===== src/rtl/ioctl_load_sequencer.sv =====
// ioctl download sequencer: ROM byte buffer, mod/DIP latches, core reset.
// Optional LOAD_CHECKSUM_EN adds rom_sum / rom_count outputs.
module ioctl_load_sequencer #(
  parameter int SETTLE_CYCLES = 1024,
  parameter int ROM_AW        = 16
) (
  input  logic              clk_sys,
  input  logic              reset,
  input  logic              ioctl_download,
  input  logic              ioctl_wr,
  input  logic [24:0]       ioctl_addr,
  input  logic [7:0]        ioctl_dout,
  input  logic [7:0]        ioctl_index,
  output logic              rom_wr_req,
  input  logic              rom_wr_ack,
  output logic [ROM_AW-1:0] rom_addr,
  output logic [7:0]        rom_data,
  output logic [7:0]        mod,
  output logic [7:0]        sw0,
  output logic [7:0]        sw1,
  output logic [7:0]        sw2,
  output logic [7:0]        sw3,
  output logic [7:0]        sw4,
  output logic [7:0]        sw5,
  output logic [7:0]        sw6,
  output logic [7:0]        sw7,
  output logic              core_reset,
  output logic              load_busy,
  output logic              wr_overflow
`ifdef LOAD_CHECKSUM_EN
  ,
  output logic [7:0]        rom_sum,
  output logic [16:0]       rom_count
`endif
);

  localparam int CW = (SETTLE_CYCLES > 1) ? $clog2(SETTLE_CYCLES) : 1;
  localparam logic [CW-1:0] LAST = CW'(SETTLE_CYCLES - 1);

  typedef enum logic [2:0] {
    S_IDLE,
    S_LOAD,
    S_DRAIN,
    S_SETTLE,
    S_RUN
  } state_t;

  state_t            r_state;
  state_t            w_state_nxt;
  logic [CW-1:0]     r_cnt;
  logic              r_req;
  logic [ROM_AW-1:0] r_addr;
  logic [7:0]        r_data;
  logic              r_ovf;
  logic [7:0]        r_mod;
  logic [7:0]        r_sw [8];

  logic w_in_range;
  logic w_rom_hit;
  logic w_free;
  logic w_load;
  logic w_req_nxt;

  assign w_in_range = (ioctl_addr >> ROM_AW) == 25'd0;
  assign w_rom_hit  = ioctl_wr && (ioctl_index == 8'd0) &&
                      w_in_range && (r_state == S_LOAD);
  // An ack in the same cycle frees the slot for a back-to-back byte.
  assign w_free     = !r_req || rom_wr_ack;
  assign w_load     = w_rom_hit && w_free;
  assign w_req_nxt  = w_load || (r_req && !rom_wr_ack);

  // State register.
  always_ff @(posedge clk_sys) begin
    if (reset) r_state <= S_SETTLE;
    else       r_state <= w_state_nxt;
  end

  // Next-state logic; LOAD exit looks at the post-edge buffer state.
  always_comb begin
    w_state_nxt = r_state;
    unique case (r_state)
      S_IDLE: w_state_nxt = S_SETTLE;
      S_LOAD: begin
        if (!ioctl_download)
          w_state_nxt = w_req_nxt ? S_DRAIN : S_SETTLE;
      end
      S_DRAIN: begin
        if (ioctl_download) w_state_nxt = S_LOAD;
        else if (!w_req_nxt) w_state_nxt = S_SETTLE;
      end
      S_SETTLE: begin
        if (ioctl_download) w_state_nxt = S_LOAD;
        else if (r_cnt == LAST) w_state_nxt = S_RUN;
      end
      S_RUN: begin
        if (ioctl_download) w_state_nxt = S_LOAD;
      end
      default: w_state_nxt = S_SETTLE;
    endcase
  end

  // Settle counter: runs only while staying in SETTLE, zero otherwise.
  always_ff @(posedge clk_sys) begin
    if (reset)
      r_cnt <= '0;
    else if (r_state == S_SETTLE && w_state_nxt == S_SETTLE)
      r_cnt <= r_cnt + 1'b1;
    else
      r_cnt <= '0;
  end

  // One-entry ROM write buffer with sticky overflow flag.
  always_ff @(posedge clk_sys) begin
    if (reset) begin
      r_req  <= 1'b0;
      r_addr <= '0;
      r_data <= 8'h00;
      r_ovf  <= 1'b0;
    end else begin
      if (w_load) begin
        r_req  <= 1'b1;
        r_addr <= ioctl_addr[ROM_AW-1:0];
        r_data <= ioctl_dout;
      end else if (rom_wr_ack) begin
        r_req <= 1'b0;
      end
      if (w_rom_hit && !w_free) r_ovf <= 1'b1;
    end
  end

  // Machine-select and DIP bank latches, honoured in any state.
  always_ff @(posedge clk_sys) begin
    if (reset) begin
      r_mod <= 8'h00;
      for (int i = 0; i < 8; i++) r_sw[i] <= 8'h00;
    end else if (ioctl_wr) begin
      if (ioctl_index == 8'd1) r_mod <= ioctl_dout;
      if (ioctl_index == 8'd254 && ioctl_addr[24:3] == 22'd0)
        r_sw[ioctl_addr[2:0]] <= ioctl_dout;
    end
  end

`ifdef LOAD_CHECKSUM_EN
  logic [7:0]  r_sum;
  logic [16:0] r_count;

  // Running sum/count of acked ROM bytes, cleared on each new load.
  always_ff @(posedge clk_sys) begin
    if (reset) begin
      r_sum   <= 8'h00;
      r_count <= 17'd0;
    end else if (w_state_nxt == S_LOAD && r_state != S_LOAD) begin
      r_sum   <= 8'h00;
      r_count <= 17'd0;
    end else if (r_req && rom_wr_ack) begin
      r_sum   <= r_sum + r_data;
      r_count <= r_count + 17'd1;
    end
  end

  assign rom_sum   = r_sum;
  assign rom_count = r_count;
`endif

  assign rom_wr_req  = r_req;
  assign rom_addr    = r_addr;
  assign rom_data    = r_data;
  assign wr_overflow = r_ovf;
  assign mod         = r_mod;
  assign sw0         = r_sw[0];
  assign sw1         = r_sw[1];
  assign sw2         = r_sw[2];
  assign sw3         = r_sw[3];
  assign sw4         = r_sw[4];
  assign sw5         = r_sw[5];
  assign sw6         = r_sw[6];
  assign sw7         = r_sw[7];
  assign core_reset  = (r_state != S_RUN);
  assign load_busy   = (r_state == S_LOAD) || (r_state == S_DRAIN);

endmodule


===== config.mk =====
export PLATFORM = sky130hd
export DESIGN_NAME = ioctl_load_sequencer
export DESIGN_NICKNAME = d
export VERILOG_FILES = /design/src/rtl/ioctl_load_sequencer.sv
export SDC_FILE = /design/constraint.sdc
export NUM_CORES = 1
export LEC_CHECK = 0
export BUFFER_PORTS_ARGS = -buffer_cell sky130_fd_sc_hd__clkbuf_2
export CORE_UTILIZATION = 50
export CTS_CLUSTER_SIZE = 10
export DETAILED_ROUTE_END_ITERATION = 10
export MAX_ROUTING_LAYER = met4
export PLACE_DENSITY = 0.88
export RECOVER_POWER = 25
export REMOVE_ABC_BUFFERS = 1
export SLEW_MARGIN = 10
export SYNTH_ARGS = -nofsm -noshare
export SYNTH_HDL_FRONTEND = slang
export SYNTH_SLANG_ARGS = --single-unit

===== constraint.sdc =====
create_clock -name clk_sys -period 3.2 [get_ports clk_sys]
set_clock_uncertainty 0.2 [all_clocks]
set_input_delay 0.64 -clock clk_sys [delete_from_list [all_inputs] [get_ports clk_sys]]
set_output_delay 0.64 -clock clk_sys [all_outputs]
set_load 0.005 [all_outputs]

Word level (Yosys, flattened, before mapping)
Memories as Yosys holds them, arrays and structs flattened.
Cells that the tools add are included.

storage, ports and cells
  register bits after elaboration = 47
  memories = 1
  logic and storage cells = 59
  bits of input ports = 46
  bits in writable memories = 64
  output and inout bits = 100

operators by class
  add/subtract/negate cells = 1
  reductions and logical operators = 21
  bitwise operators = 1
  equal/unequal tests = 9
  muxes and demuxes = 19

memory list
  name  depth  bits a word  read ports  clocked after Yosys merged registers in  write ports  RTL line  source
  r_sw  8      8            8           0                                        8            56        logic [7:0] r_sw [8];

operators with widths
  operator                                                          count
  25-bit logical NOT                                                1
  22-bit logical NOT                                                1
  3-bit 2-to-1 mux                                                  7
  3-bit case mux with 4 select lines                                1
  10-bit by 1-bit adder with 10-bit output (second input constant)  1
  10-bit == test (second input constant)                            1
  1-bit 2-to-1 mux                                                  10
  3-bit by 2-bit == test with 1-bit output (second input constant)  3
  8-bit by 1-bit == test with 1-bit output (second input constant)  1
  8-bit == test (second input constant)                             1
  1-bit logical AND                                                 8
  8-bit logical NOT                                                 1
  8-bit 2-to-1 mux                                                  1
  8-bit OR reduction                                                1
  3-bit by 1-bit == test with 1-bit output (second input constant)  1
  3-bit == test (second input constant)                             1
  1-bit logical NOT                                                 3
  1-bit logical OR                                                  3
  3-bit != test (second input constant)                             1
  2-bit AND reduction                                               1
  2-bit nonzero test                                                1
  2-bit OR reduction                                                1
  1-bit NOT                                                         1

Longest topological paths before layout
Gate-level depths: netlist (run 1).

  word-level depth = 13
  mapped depth = 8
  depth with buffers taken out = 6

Worst setup path after synthesis (run 1)
OpenSTA, ideal clock, no wires.

  path kind = input-to-reg
  start = in reset
  end = mem r_sw[6][0], enable pin
  arrival = 1.957 ns
  setup time = 0.329 ns
  data required time = 2.671 ns
  path slack = 0.714 ns
  cell stages on the path = 6
  path buffers = 2
  cell sequence = buf_2 -> nor4_2 -> nand4_1 -> nor4_4 -> buf_6 -> a41o_1

RTL lines
  item             RTL line  source
  start, declared  8         input logic reset,
  end, declared    56

==> impl_metrics.ini, run 1 <==
[status]
status = finished, final reports clean

[cts]
clkTransAtPathRegs_ns = 0.10
post_cts_resized = 0
ctsHoldBuffers = 0
clk_latency_ns = 0.36
numCtsBuffers = 9
cts_setup_buffers = 0
cts_max_level = 3
cts_tree = done
cts_root_buf = clkbuf_8
cts_sinks = 111
clk_path_buf_depth = 2

[drt]
drt-pass1-iter-count = 5
wl_per_cell_um = 16.6
drc = 0
vias = 3338
drt_iter0_drc = 247
viasPerCell = 5.42
ant_nets = 0
routed_wirelength_um = 10200

[worst_setup_path]
max_stage_delay_ns = 0.35
startpoint_type = input port
cp-end-kind = flip-flop
worstPathCellList = clkbuf_2 > nor4_1 > nand4_1 > nor4_4 > buf_4 > nand2_1 > nor2_1
ff2ff_setup_slack_ns = 1.14
r2r-end = r_cnt[3]$_SDFF_PP0_
path_depth = 7
cp.arrival_ns = 2.49
crit_required_ns = 3.20
slowest_stage = nor4_1
critPathBufInv = 2
crit_fanout = 16
r2r_cells = 5
criticalPathCategory = input port to flip-flop
timing.rr.start = r_cnt[0]$_SDFF_PP0_
crit_start = ioctl_addr[7]
crit_family = simple AND/OR/NAND/NOR gates
crit_path_end = r_sw[5][0]$_SDFFCE_PN0P_

[die]
ios = 146
dieArea_mm2 = 0.00904
die_w_um = 95.1
rows = 33
dieHeight_um = 95.1
start_util = 0.522
coreArea_mm2 = 0.00830

[timing]
finalCritPeriodShare = 0.779
hold_violations = 0
finalSetupViolCount = 0
slew_viol_final = 0
period_needed_ns = 2.49
whs_ns = 0.253
rsz0062_at_grt = no
setup_slack_ns = 0.707
worstMarginPinSlew_ns = 0.530
slew_headroom = 0.647
timing.fmax_ghz = 0.401
fin_tns_setup_ns = 0

[logic_synthesis]
synth_flop_cell = edfxtp_1
yosys_warnings = 0
syn_avg_cell_area_um2 = 11.9
synth_seq_area_share = 0.661
yosys_register_bits = 111
async_flop_share = 0
synthesis.area_mm2 = 0.00433
synth_edf_count = 64
yosys.area.top_type_share = 0.444
synthDistinctLibCells = 39
syn_inst = 363
synth_area_leaders = edfxtp_1, dfxtp_1, nor2_1
yosysTopAreaCell = edfxtp_1

[global_routing]
grt_util_all_layers = 0.241
antenna_found_initial = 0
grt_pass1_vias = 3136
overflow = 0
grt_max_degree = 46
grt_pass1_wl_um = 15500

[cells_and_area]
area_growth_pct = 20.6
antennaDiodeCount = 0
multi_input_area_mm2 = 0.00134
fillers = 676
final_cell_mix = nor2_1, clkbuf_2, edfxtp_1
final_nets = 553
final_common_cell = nor2_1
seq_area_mm2 = 0.00286
drive_above_1_share = 0.262

[worst_hold_path]
hold_class = flip-flop to flip-flop

[placement]
dp_hpwl_um = 7620
place_congestion = 0.825
place.port_buffers = 145
preCtsSetupSlack_ns = 0.290

[power_and_ir_drop]
power_density_mw_per_mm2 = 481
p_leak_nw = 1.98
p_total_mw = 2.51
irDropWorstVdd_mv = 0.271

[flow_run]
max_cap_viol_count = 0
[metrics by stage]
| stage | utilization | instances | instance area, µm² |
|---|---|---|---|
| after floorplan | - | 347 | 4210 |
| after global placement | 0.614 | 600 | 5100 |
| after detailed placement | 0.614 | 600 | 5100 |
| after CTS | 0.636 | 616 | 5280 |
| after global routing | 0.630 | 616 | 5230 |
| final | 0.630 | 616 | 5230 |
[how the worst min path moves through the flow]
| stage | startpoint | depth (start not counted) | slack [ns] | to |
|---|---|---|---|---|
| finish | wr_overflow$_SDFFE_PP0P_ | 2 | 0.25 | wr_overflow$_SDFFE_PP0P_ |
| floorplan | r_cnt[0]$_SDFF_PP0_ | 1 | 0.23 | r_cnt[0]$_SDFF_PP0_ |
| global route | ioctl_download | 2 | 0.27 | r_state[2]$_SDFF_PP0_ |
| detailed placement | wr_overflow$_SDFFE_PP0P_ | 2 | 0.24 | wr_overflow$_SDFFE_PP0P_ |
| global placement | wr_overflow$_SDFFE_PP0P_ | 2 | 0.24 | wr_overflow$_SDFFE_PP0P_ |
| CTS | wr_overflow$_SDFFE_PP0P_ | 2 | 0.26 | wr_overflow$_SDFFE_PP0P_ |
[cells in the mapped netlist, types with 2 or more instances]
master and count:
nor2_1 110, edfxtp_1 64, dfxtp_1 47, mux2i_1 32
nand2_1 20, nand3_1 7, a21oi_1 6, a31o_2 6
buf_2 5, clkbuf_1 5, inv_1 5, xor2_1 5
nand4_1 4, nor4_1 4, o21ai_0 4, buf_6 3
nand2b_1 3, nor3_1 3, or3_1 3, a41o_1 2
and4_1 2, buf_12 2, nand2_4 2, nor2b_1 2
nor4b_2 2, xnor2_1 2
[registers in the layout (all words and copies together) (netlist names)]
name and flops:
rom_data 8, r_sw 64, r_cnt 10, rom_wr_req 1
rom_addr 16, mod 8, wr_overflow 1, r_state 3
[worst reg2reg max path, delay by kind of cell, from the launching register on]
| kind | cells | cell delay [ns] |
|---|---|---|
| flip-flops | 1 | 0.39 |
| AND/OR/NAND/NOR | 4 | 1.14 |
| adder cells (fa/ha/maj) | 1 | 0.22 |
[cells by family (layout without fill, tap and decap cells)]
family,Yosys count,count (layout),share of synthesized area
DFF,111,111,0.661
muxes,32,32,0.0739
xor gates and xnor gates,7,7,0.0141
and+or+nand+nor,171,171,0.183
buffers and inverters,21,169,0.0332
AOI/OAI and AO/OA,20,20,0.0318
adders and majority gates,1,1,0.00289
[area by class of cell]
cell class | count | share of cell area
timing repair buffer | 148 | 0.133
multi-input combinational | 231 | 0.255
sequential | 111 | 0.548
inverter | 5 | 0.00359
clock buffer | 9 | 0.0237
clock inverter | 7 | 0.0117
tap | 105 | 0.0251
[power by group]
| part | switching (mW) | total (mW) | internal (mW) |
|---|---|---|---|
| clock network | 0.490 | 0.789 | 0.299 |
| registers | 0.0188 | 1.57 | 1.55 |
| logic | 0.101 | 0.160 | 0.0590 |
| total | 0.610 | 2.51 | 1.90 |
[metal layers]
layer | GRT usage | wire (µm) | up-vias
met5 | - | 0 | -
met1 | 0.290 | 4040 | 1575
met4 | 0.140 | 374 | 0
met3 | 0.0383 | 727 | 28
li1 | - | - | 1544
met2 | 0.385 | 5070 | 191
Note: power is estimated with default switching activity, not from simulation.
==> run 2: changes to the inputs <==
==> constraint.sdc (replaced) <==
create_clock -name clk_sys -period 2.4 [get_ports clk_sys]
set_clock_uncertainty 0.2 [all_clocks]
set_input_delay 0.48 -clock clk_sys [delete_from_list [all_inputs] [get_ports clk_sys]]
set_output_delay 0.48 -clock clk_sys [all_outputs]
set_load 0.005 [all_outputs]
==> run 2 against run 1 <==
  * Flip-flop and latch count unchanged
  * Non-clock buffer count is 8 higher
  * Largest power group unchanged
  * Design area is 1.7% higher
  * Largest cell class unchanged
  * Utilization grew 1.0 points
==> impl_metrics.ini, run 2 (synthesis gave the netlist of run 1 again) <==
[cts]
post_cts_resized = 0
cts_max_level = 3
cts_tree = done
clk_latency_ns = 0.36
clkTransAtPathRegs_ns = 0.10
cts_setup_buffers = 0
cts_sinks = 111
cts_root_buf = clkbuf_8
numCtsBuffers = 9
clk_path_buf_depth = 2
ctsHoldBuffers = 0

[placement]
dp.cells = 608
place_congestion = 0.832
dp_hpwl_um = 7510
place.port_buffers = 145

[global_routing]
grt_pass1_wl_um = 15700
overflow = 0
grt_util_all_layers = 0.243
grt_max_degree = 46
grt_pass1_vias = 3185
antenna_found_initial = 0

[timing]
whs_ns = 0.107
rsz0062_at_grt = no
slew_viol_final = 0
hold_violations = 0
worstMarginPinSlew_ns = 0.478
slew_headroom = 0.681
period_needed_ns = 2.23
finalSetupViolCount = 0
timing.fmax_ghz = 0.448
finalCritPeriodShare = 0.930

[die]
start_util = 0.522
dieArea_mm2 = 0.00904
ios = 146
dieHeight_um = 95.1
coreArea_mm2 = 0.00830
rows = 33
die_w_um = 95.1

[worst_setup_path]
crit_required_ns = 2.28
cp.arrival_ns = 2.11
ff2ff_setup_slack_ns = 0.35
timing.rr.start = r_cnt[0]$_SDFF_PP0_
crit_fanout = 12
cp-end-kind = flip-flop
startpoint_type = input port
r2r-end = r_cnt[2]$_SDFF_PP0_
criticalPathCategory = input port to flip-flop
r2r_cells = 5

[worst_hold_path]
hold_path_startpoint = ioctl_download
hold_class = input port to flip-flop
holdPathStages = 2
hold_end = r_state[2]$_SDFF_PP0_

[drt]
drt_iter0_drc = 286
drt-pass1-iter-count = 5
wl_per_cell_um = 16.3
drc = 0
viasPerCell = 5.37
vias = 3353
ant_nets = 0
routed_wirelength_um = 10100

[cells_and_area]
final_cell_mix = nor2_1, clkbuf_2, edfxtp_1
drive_above_1_share = 0.281
stdcell_count = 624
final_nets = 561
largest_reg_flops = 64
area_growth_pct = 22.6
top_register = r_sw
fillers = 638
antennaDiodeCount = 0
final_common_cell = nor2_1

[power_and_ir_drop]
switching_power_uw = 817
clock_power_share = 0.312
p_leak_nw = 2.03
power_density_mw_per_mm2 = 631
combPwrFrac = 0.065
irDropWorstVdd_mv = 0.312
intPower_mw = 2.53
switching_share = 0.244
pwr-share-seq = 0.623

[status]
status = finished, final reports clean

[flow_run]
max_cap_viol_count = 0
-- run 2: metal layers --
metal | global-route usage | routed length, µm
met1 | 0.300 | 3920
met2 | 0.373 | 5050
met3 | 0.0510 | 914
met4 | 0.131 | 255
met5 | - | 0
-- run 2: worst max-delay path by stage --
stage | from | endpoint | slack [ns] | cells after the start
detailed placement | ioctl_addr[15] | r_sw[6][7]$_SDFFCE_PN0P_ | -0.24 | 7
floorplan | ioctl_addr[17] | rom_addr[0]$_SDFFE_PP0P_ | -1.23 | 5
CTS | ioctl_addr[15] | r_sw[6][1]$_SDFFCE_PN0P_ | 0.16 | 7
global route | ioctl_addr[15] | r_sw[6][1]$_SDFFCE_PN0P_ | 0.06 | 7
finish | ioctl_addr[15] | r_sw[7][1]$_SDFFCE_PN0P_ | 0.17 | 7
global placement | ioctl_addr[15] | r_sw[7][1]$_SDFFCE_PN0P_ | -0.15 | 7
-- run 2: worst max-delay path, cell delays in order --
cell and delay, ns:
clkbuf_2 0.09, nor4_1 0.39, nand4_1 0.25, nor4_4 0.37, buf_12 0.18, a41o_1 0.18, buf_4 0.16
-- run 2: power groups by stage --
| stage | combinational [mW] | clock, mW | sequential [mW] |
|---|---|---|---|
| floorplan | 0.0600 | 0 | 2.13 |
| global placement | 0.211 | 0 | 2.13 |
| detailed placement | 0.220 | 0 | 2.13 |
| CTS | 0.221 | 1.05 | 2.09 |
| global route | 0.239 | 1.13 | 2.09 |
| finish | 0.218 | 1.04 | 2.09 |
-- run 2: layout make-up --
type | instances | area, µm² | area share
flip-flops and latches | 111 | 2860 | 0.539
well taps | 105 | 131 | 0.0247
repair buffers | 156 | 785 | 0.148
clock buffers | 9 | 124 | 0.0233
clock inverters | 7 | 56.3 | 0.0106
inverters | 5 | 18.8 | 0.00353
multi-input cells | 231 | 1340 | 0.251
-- run 2: stage by stage --
step / util / power, mW / setup TNS [ns] / instance area [µm²] / setup slack (ns)
finish: 0.640 / 3.35 / 0 / 5310 / 0.168
global route: 0.640 / 3.47 / 0 / 5310 / 0.0635
CTS: 0.646 / 3.36 / 0 / 5360 / 0.155
detailed placement: 0.624 / 2.35 / -17.22 / 5180 / -0.244
global placement: 0.624 / 2.34 / -7.26 / 5180 / -0.151
floorplan: - / 2.19 / -32.50 / 4210 / -1.23
